**config.mk**
```make
export PLATFORM = sky130hd
export DESIGN_NAME = xor_fold_pipe
export DESIGN_NICKNAME = d
export VERILOG_FILES = /design/src/rtl/xor_fold_pipe.sv
export SDC_FILE = /design/constraint.sdc
export NUM_CORES = 1
export LEC_CHECK = 0
export BUFFER_PORTS_ARGS = -buffer_cell sky130_fd_sc_hd__buf_2
export CAP_MARGIN = 0
export CORE_AREA = 2 2 101 93
export DETAILED_ROUTE_END_ITERATION = 7
export DIE_AREA = 0 0 103 95
export PLACE_DENSITY = 0.76
export SLEW_MARGIN = 40
export SYNTH_ARGS = -nofsm -noshare
export SYNTH_HDL_FRONTEND = slang
export SYNTH_SLANG_ARGS = --single-unit
```
**constraint.sdc**
```tcl
create_clock -name clk -period 1.1 [get_ports clk]
set_input_delay 0.22 -clock clk [delete_from_list [all_inputs] [get_ports clk]]
set_output_delay 0.22 -clock clk [all_outputs]
set_load 0.01 [all_outputs]
```
**src/rtl/xor_fold_pipe.sv**
```systemverilog
// xor_fold_pipe: per-channel XOR fold of IN_W-bit words down to OUT_W bits,
// with a one-cycle registered result and valid/ready handshakes on both sides.
// Build option: define XOR_FOLD_ACC_EN to add frame-accumulate mode
// (mode = 1 folds all beats up to in_last into one result, out_cnt counts beats).
// Without it the block folds every beat independently and ignores mode/in_last.
module xor_fold_pipe #(
    parameter int IN_W  = 64,
    parameter int OUT_W = 32,
    parameter int CH    = 2
) (
    input  logic                  clk,
    input  logic                  rst_n,
    input  logic                  in_valid,
    output logic                  in_ready,
    input  logic [CH*IN_W-1:0]    in_data,
    input  logic                  in_last,
    input  logic                  mode,
    output logic                  out_valid,
    input  logic                  out_ready,
    output logic [CH*OUT_W-1:0]   out_data,
    output logic [7:0]            out_cnt
);

    localparam int FOLD = IN_W / OUT_W;

    localparam logic [1:0] IDLE = 2'd0;
    localparam logic [1:0] ACC  = 2'd1;
    localparam logic [1:0] OUT  = 2'd2;

    logic [1:0]          state;
    logic [CH*OUT_W-1:0] fold;
    logic                accept;

    // The result register frees up in the same cycle it is consumed, so
    // in_ready depends only on state and out_ready (never on in_valid).
    assign in_ready  = (state != OUT) || out_ready;
    assign accept    = in_valid && in_ready;
    assign out_valid = (state == OUT);

    // XOR all OUT_W-wide slices of each channel's input word together.
    always_comb begin
        fold = '0;
        for (int c = 0; c < CH; c++) begin
            for (int k = 0; k < FOLD; k++) begin
                fold[c*OUT_W +: OUT_W] = fold[c*OUT_W +: OUT_W]
                                       ^ in_data[c*IN_W + k*OUT_W +: OUT_W];
            end
        end
    end

`ifdef XOR_FOLD_ACC_EN

    logic                frame_mode;
    logic [CH*OUT_W-1:0] acc;
    logic [7:0]          cnt;

    logic                fresh;
    logic                eff_mode;
    logic                term;
    logic [CH*OUT_W-1:0] acc_in;
    logic [CH*OUT_W-1:0] acc_next;
    logic [7:0]          cnt_next;

    function automatic logic [7:0] sat_inc(input logic [7:0] v);
        return (v == 8'hFF) ? v : v + 8'd1;
    endfunction

    // A beat arriving in IDLE, or in OUT while the result drains, opens a new
    // frame: it samples mode and starts from an empty accumulator.
    assign fresh    = (state != ACC);
    assign eff_mode = fresh ? mode : frame_mode;
    assign term     = !eff_mode || in_last;
    assign acc_in   = fresh ? '0 : acc;
    assign acc_next = acc_in ^ fold;
    assign cnt_next = sat_inc(fresh ? 8'd0 : cnt);

    // Frame FSM: fold into acc until the terminating beat, then present result.
    always_ff @(posedge clk or negedge rst_n) begin
        if (!rst_n) begin
            state      <= IDLE;
            frame_mode <= 1'b0;
            acc        <= '0;
            cnt        <= '0;
            out_data   <= '0;
            out_cnt    <= '0;
        end else if (accept) begin
            frame_mode <= eff_mode;
            if (term) begin
                state    <= OUT;
                out_data <= acc_next;
                out_cnt  <= cnt_next;
                acc      <= '0;
                cnt      <= '0;
            end else begin
                state <= ACC;
                acc   <= acc_next;
                cnt   <= cnt_next;
            end
        end else if ((state == OUT) && out_ready) begin
            state <= IDLE;
        end
    end

`else

    // Frame controls have no meaning when only per-beat folding exists.
    logic unused_frame_ctrl;
    assign unused_frame_ctrl = mode ^ in_last;

    // Per-beat only: every accepted beat becomes one result.
    always_ff @(posedge clk or negedge rst_n) begin
        if (!rst_n) begin
            state    <= IDLE;
            out_data <= '0;
            out_cnt  <= '0;
        end else if (accept) begin
            state    <= OUT;
            out_data <= fold;
            out_cnt  <= 8'd1;
        end else if ((state == OUT) && out_ready) begin
            state <= IDLE;
        end
    end

`endif

endmodule

```
======== After elaboration in Yosys (flattened, before gate mapping) ========
Cells that the tools add are included.
cells by class
  equality and inequality tests ........... 2
  mux-type cells .......................... 2
  bitwise gates (word level) .............. 2
  reductions and logical operators ........ 4
operators by type and width
  operator                                    count
  32-bit XOR                                  2
  2-bit two-way mux                           2
  2-bit equality test, second input constant  1
  1-bit logical AND                           2
  2-bit != test, second input constant        1
  2-bit nonzero test                          1
  1-bit logical OR                            1
word-level totals
  bits in registers ....................... 67
  input port bits ......................... 134
  output and inout bits ................... 74
  word-level logic and storage cells ...... 13

======== Longest topological paths before layout ========
Gate-level depths: netlist of run 1.
  word-level depth ........................ 4
  mapped depth ............................ 5
  gate-level depth less buffers ........... 3

======== Worst setup path before layout of run 1 ========
Ideal clock, no wire load.
  path type ............................... register to register
  from .................................... register state[1]
  to ...................................... register out_data[10]
  setup time .............................. 125 ps
  arrival ................................. 1164 ps
  data required time ...................... 975 ps
  slack ................................... -189 ps
  stages on the path, launching flop included .. 6
  buffers on the path ..................... 2
  clock period less this slack ............ 1289 ps
  cell sequence ........................... dfrtp_1 -> nand2b_4 -> nand2_4 -> buf_12 -> buf_12 -> mux2_4
on the way
  longest elaborated chain between the ends .. 3
RTL lines
  item                    RTL line  source
  from (decl)             30        logic [1:0] state;
  from (signal assigned)  113       state <= IDLE;
  from (signal assigned)  117       state <= OUT;
  from (signal assigned)  121       state <= IDLE;
  2-bit != test           36        assign in_ready = (state != OUT) || out_ready;
  1-bit logical OR        36
  net in_ready            14        output logic in_ready,
  1-bit logical AND       37        assign accept = in_valid && in_ready;
  to (signal assigned)    118       out_data <= fold;
  to (decl)               20        output logic [CH*OUT_W-1:0] out_data,
The timed path passes the listed nets, and every way through them passes these cells.
A chain may end at the register's enable or synchronous reset.

======== Worst setup path in the final report of run 1 ========
  from .................................... register state[1]
  to ...................................... output port in_ready
on the way
  longest elaborated chain between the ends .. 2
RTL lines
  item              RTL line
  2-bit != test     36
  1-bit logical OR  36
  to (decl)         14
No other way between the ends.

==> results of run 1 <==
## worst max-delay path: stages, from the launching register on
cell      delay (ps)
dfrtp_1          400
nand2b_4          90
buf_6            120
buf_6            110
## worst min path at each step
stage	startpoint	to	cells after the start
floorplan	rst_n	out_cnt[0]	0
global placement	rst_n	out_data[53]	1
detailed placement	rst_n	out_data[53]	1
CTS	in_valid	state[1]	2
global route	in_valid	state[1]	2
finish	in_valid	state[1]	2
## cell families (layout without fill, tap and decap cells)
logic type	count (synthesis)	in the layout
XOR/XNOR	64	64
multiplexers	64	64
flip-flops	66	66
other	1	7
buffers and inverters	14	278
AND/OR/NAND/NOR	4	4
## power breakdown
part           internal [W]  total, W  leakage, nW  switching, W
clock network       0.00129   0.00225        0.110      0.000960
registers           0.00290   0.00317        0.768      0.000273
logic               0.00188   0.00293         2.04       0.00105
total               0.00606   0.00835         2.92       0.00228
## metrics by stage
step | setup TNS [ps] | std cells
floorplan | -10850 | 219
global placement | -10410 | 530
detailed placement | -11030 | 530
CTS | -9710 | 570
global route | -14260 | 605
finish | -9860 | 605
## flip-flops by register name (all words and copies together) (netlist names)
register	flops
out_data	64
out_cnt	1
state	1
## routing by layer
layer,global-route usage,wire length (um),share of wire
met1,0.183,3380,0.42
met2,0.253,4040,0.50
met3,0.0377,549,0.068
met4,0.0647,144,0.018
met5,0,0,0
## synth_stat cells
cell       n
nand2b_1   2
nand2_4    1
mux2_2    15
conb_1     1
xor2_1    64
buf_12     6
mux2_4    49
dfrtp_1   66
buf_4      7
nand2b_4   1
buf_2      1
## final cells by class
cell class | instances | share of cell area
Clock inverter | 6 | 0.0172
Tap cell | 122 | 0.0287
Timing Repair Buffer | 262 | 0.320
Sequential cell | 66 | 0.310
Multi-Input combinational cell | 139 | 0.299
Clock buffer | 10 | 0.0240
## repair_timing
item                       in CTS  in global routing
setup endpoints to repair      97                130
buffers inserted               21                 33
hold buffers                    1                  0
cloned                          2                  2
resized for setup              18                 22
hold endpoints to repair        5                  0
==> out/metrics.cfg, run 1 <==
[placement]
dp_slack_ps=-226
hpwl_mm=5.22
placed_area_mm2=0.00440
port_buffers=198
gp_congestion=0.717

[floorplan]
die_area_mm2=0.00979
die_x_um=103
die_h_um=95
num_rows=33
io_pins=208
design.core.area_mm2=0.00884
start_util=0.378

[clock_network]
cts.sinks=66
clockRootBuffer=clkbuf_8
clk_path_buf_depth=2
cts_tree=built
cts_inserted_buffers=9
clk_pin_slew_worst_paths_ps=70
clk_latency_ps=340
htree_levels=3

[final_layout]
layout_commonest_cell=buf_2
nets=612
mostFrequentLayoutCells=buf_2, dfrtp_1, xor2_1, mux2_4, buf_4
final-seq-area_mm2=0.00165
fillerInstances=745
multi_input_area_mm2=0.00159
drive_gt1_frac=0.708
finish.utilization=0.602
antennaDiodeCount=0
synthToLayoutAreaGrowth_pct=59.6
final_area_mm2=0.00532

[synth]
synth-compound-area-share=0
synthSimpleGateAreaFrac=0.0113
yosysWarnings=0
syn_area_mm2=0.00334
synth.area.mux_share=0.271
synth_fa_ha_area_frac=0
ys_types=11
syn_area_per_cell_um2=15.7
synth.ff_latch_count=66
synth_top_family_by_area=multiplexers
synthTopCellsByArea=dfrtp_1, mux2_4, xor2_1
yosysTopAreaCell=dfrtp_1
synth_top_area_frac=0.495
synth-seq-area-share=0.495
synth_cells=213
synth_xor_area_frac=0.168

[worst_setup_path]
ff2ff_setup_slack_ps=-170
cp-start-kind=register
ff2ff_path_depth=4
required_ps=880
r2r-end=out_data[61]
arrival_ps=1050
crit_start=state[1]
crit_path_end=in_ready
cp_max_fo=2
path_class=reg2out
reg2reg_from=state[1]
crit_path_end_kind=output pin

[sta]
finalCriticalPeriod_ps=1270
setup_viol=67
fin_hold_ws_ps=188
hold_viol=0
rsz0062_at_grt=yes
fin_ws_ps=-168
clock_skew_ps=14.1
fmax_mhz=789
drv_slew=0
period_share=1.15

[drt]
first_iter_violations=39
vias=2575
firstDrtPassIters=4
wirelength_mm=8.12
vias_per_cell=4.26
wire_per_inst_um=13.4
drc=0
ant_nets=0

[status]
violations=negative setup slack
outcome=finished with violations

[global_routing]
grt_max_degree=62
grt_antenna_before_repair=0
globalRouteTotalUtil=0.151
grt_first_pass_wirelength_mm=11.3
grt_overflow=0
first_global_vias=2547

[worst_hold_path]
hold_path.class=in2reg

[pwr]
power_leakage_nw=2.92
power_w=0.00835
ir_drop_v=0.000708
power_density_mw_per_mm2=1570

[run]
cap_violations=0

Power figures use the tool's default switching activity.
==> run 2, diff against run 1 <==
--- a/config.mk
+++ b/config.mk
@@ -7,10 +7,11 @@
 export LEC_CHECK = 0
 export BUFFER_PORTS_ARGS = -buffer_cell sky130_fd_sc_hd__buf_2
 export CAP_MARGIN = 0
-export CORE_AREA = 2 2 101 93
+export CORE_AREA = 8 8 106 98
+export CTS_BUF_LIST = sky130_fd_sc_hd__clkbuf_2
 export DETAILED_ROUTE_END_ITERATION = 7
-export DIE_AREA = 0 0 103 95
-export PLACE_DENSITY = 0.76
+export DIE_AREA = 0 0 114 106
+export PLACE_DENSITY = 0.77
 export SLEW_MARGIN = 40
 export SYNTH_ARGS = -nofsm -noshare
 export SYNTH_HDL_FRONTEND = slang
==> out/metrics.cfg, run 2 (synthesis results as in run 1) <==
[status]
outcome=finished with violations
violations=negative setup slack

[sta]
clock_skew_ps=16.3  ; +2.17 ps
rsz0062_at_grt=yes
hold_viol=0  ; unchanged
drv_slew=0  ; unchanged
finalCriticalPeriod_ps=1420  ; +153 ps
setup_viol=132  ; +97%
fin_ws_ps=-321  ; -153 ps
period_share=1.29  ; +0.139
fmax_mhz=704  ; -11%
fin_hold_ws_ps=132  ; -56.3 ps

[drt]
drc=0  ; unchanged
wirelength_mm=9.82  ; +21%
wire_per_inst_um=16.2  ; +21%
vias_per_cell=4.27  ; +0.43%
first_iter_violations=54  ; +38%
firstDrtPassIters=4  ; unchanged
ant_nets=0  ; unchanged
vias=2586  ; +0.43%

[final_layout]
synthToLayoutAreaGrowth_pct=58.7
top_regs=out_data (64), out_cnt (1), state (1)
largest-register=out_data
drive_gt1_frac=0.702  ; -0.00621
final_area_mm2=0.00530  ; -0.52%
nets=613  ; +0.16%
mostFrequentLayoutCells=buf_2, dfrtp_1, xor2_1
antennaDiodeCount=0  ; unchanged
layout_commonest_cell=buf_2
largest_register_ff_count=64  ; unchanged

[clock_network]
cts_tree=built
clockRootBuffer=clkbuf_2
clk_latency_ps=450  ; +110 ps
htree_levels=3  ; unchanged
clk_pin_slew_worst_paths_ps=170  ; +100 ps
cts_inserted_buffers=9  ; unchanged
cts.sinks=66  ; unchanged
clk_path_buf_depth=2  ; unchanged

[pwr]
power_density_mw_per_mm2=1420  ; -9.2%
ir_drop_v=0.000763  ; +7.7%
power_leakage_nw=2.88  ; -1.3%

[placement]
port_buffers=198  ; unchanged
gp_congestion=0.751  ; +4.7%
placed_area_mm2=0.00441  ; +0.34%
hpwl_mm=6.67  ; +28%

[worst_setup_path]
arrival_ps=1780  ; +730 ps
cp-start-kind=register
path_class=reg2reg
required_ps=1460  ; +580 ps
crit_path_end_kind=register
cp_max_fo=8  ; +6

[floorplan]
die_area_mm2=0.0121  ; +23%
io_pins=208  ; unchanged
start_util=0.381  ; +0.00356
num_rows=33  ; unchanged
die_x_um=114  ; +11%
design.core.area_mm2=0.00875  ; -0.93%
die_h_um=106  ; +12%

[global_routing]
grt_overflow=0  ; unchanged
globalRouteTotalUtil=0.142  ; -0.00854
grt_first_pass_wirelength_mm=13.8  ; +22%
grt_antenna_before_repair=0  ; unchanged
first_global_vias=2925  ; +15%
grt_max_degree=36  ; -42%

[run]
cap_violations=0  ; unchanged

[worst_hold_path]
hold_path.class=in2reg

-- run 2: changes by cell type in the layout (fill, tap and decap cells not counted), moves of 2 or more --
cell       previous run  this run
buf_2               182       168
buf_6                19        32
clkbuf_2              0        10
clkbuf_8              9         0
mux2_2                0         7
mux2_4               64        57
clkinv_1              0         3
clkinv_4              3         0
buf_16                3         1
buf_4                53        51
clkbuf_16             2         4
-- run 2: worst max-delay path: stages (launching register included) --
cell and delay, ps:
dfrtp_1 450, nand2b_4 90, buf_4 170, nand2_8 100, clkbuf_16 200, mux2_4 300
-- run 2: layout make-up --
type | instances | area (um2)
Clock inverter | 5 | 46.3
Timing Repair Buffer | 262 | 1810
Fill cell | 726 | 3460
Clock buffer | 10 | 50.0
Multi-Input combinational cell | 140 | 1590
Tap cell | 122 | 153
Sequential cell | 66 | 1650
-- run 2: power breakdown --
part / switching (W) / internal [W]
Clock: 0.000816 / 0.000499
Combinational: 0.00110 / 0.00195
Sequential: 0.000291 / 0.00289
-- run 2: final timing paths --
path                                   from           end  slack, ps  cells past startpoint
worst max-delay path               state[1]  out_data[45]       -320                      5
worst min-delay path            in_data[34]   out_data[2]        130                      3
worst max register to register     state[1]  out_data[45]       -320                      5
worst min register to register   out_cnt[0]    out_cnt[0]        480                      1
max in group asynchronous             rst_n  out_data[27]        460                      3
min in group asynchronous             rst_n  out_data[21]        250                      3
-- run 2: metrics by stage --
| stage | instances | utilization | total power, W | TNS (ps) | setup slack (ps) |
|---|---|---|---|---|---|
| detailed placement | 532 | 0.504 | 0.00533 | -9160 | -190 |
| global route | 605 | 0.605 | 0.00798 | -37060 | -418 |
| finish | 605 | 0.605 | 0.00754 | -27300 | -321 |
| floorplan | 219 | - | 0.00437 | -10850 | -186 |
| CTS | 578 | 0.553 | 0.00710 | -31360 | -364 |
| global placement | 532 | 0.504 | 0.00527 | -8280 | -169 |
-- run 2: what timing repair did --
action / CTS / global route
cloned: 0 / 7
resized for setup: 19 / 29
endpoints found under the hold margin: 67 / 0
setup endpoints to repair: 131 / 132
pin swaps: 0 / 1
hold buffers: 2 / 0
setup buffers: 29 / 20
-- run 2: layer usage --
| layer | track usage | vias to the layer above | share of wire |
|---|---|---|---|
| met1 | 0.141 | 1247 | 0.39 |
| met4 | 0.0484 | 0 | 0.010 |
| met5 | 0 | - | 0 |
| li1 | - | 1224 | - |
| met2 | 0.264 | 107 | 0.53 |
| met3 | 0.0561 | 8 | 0.077 |
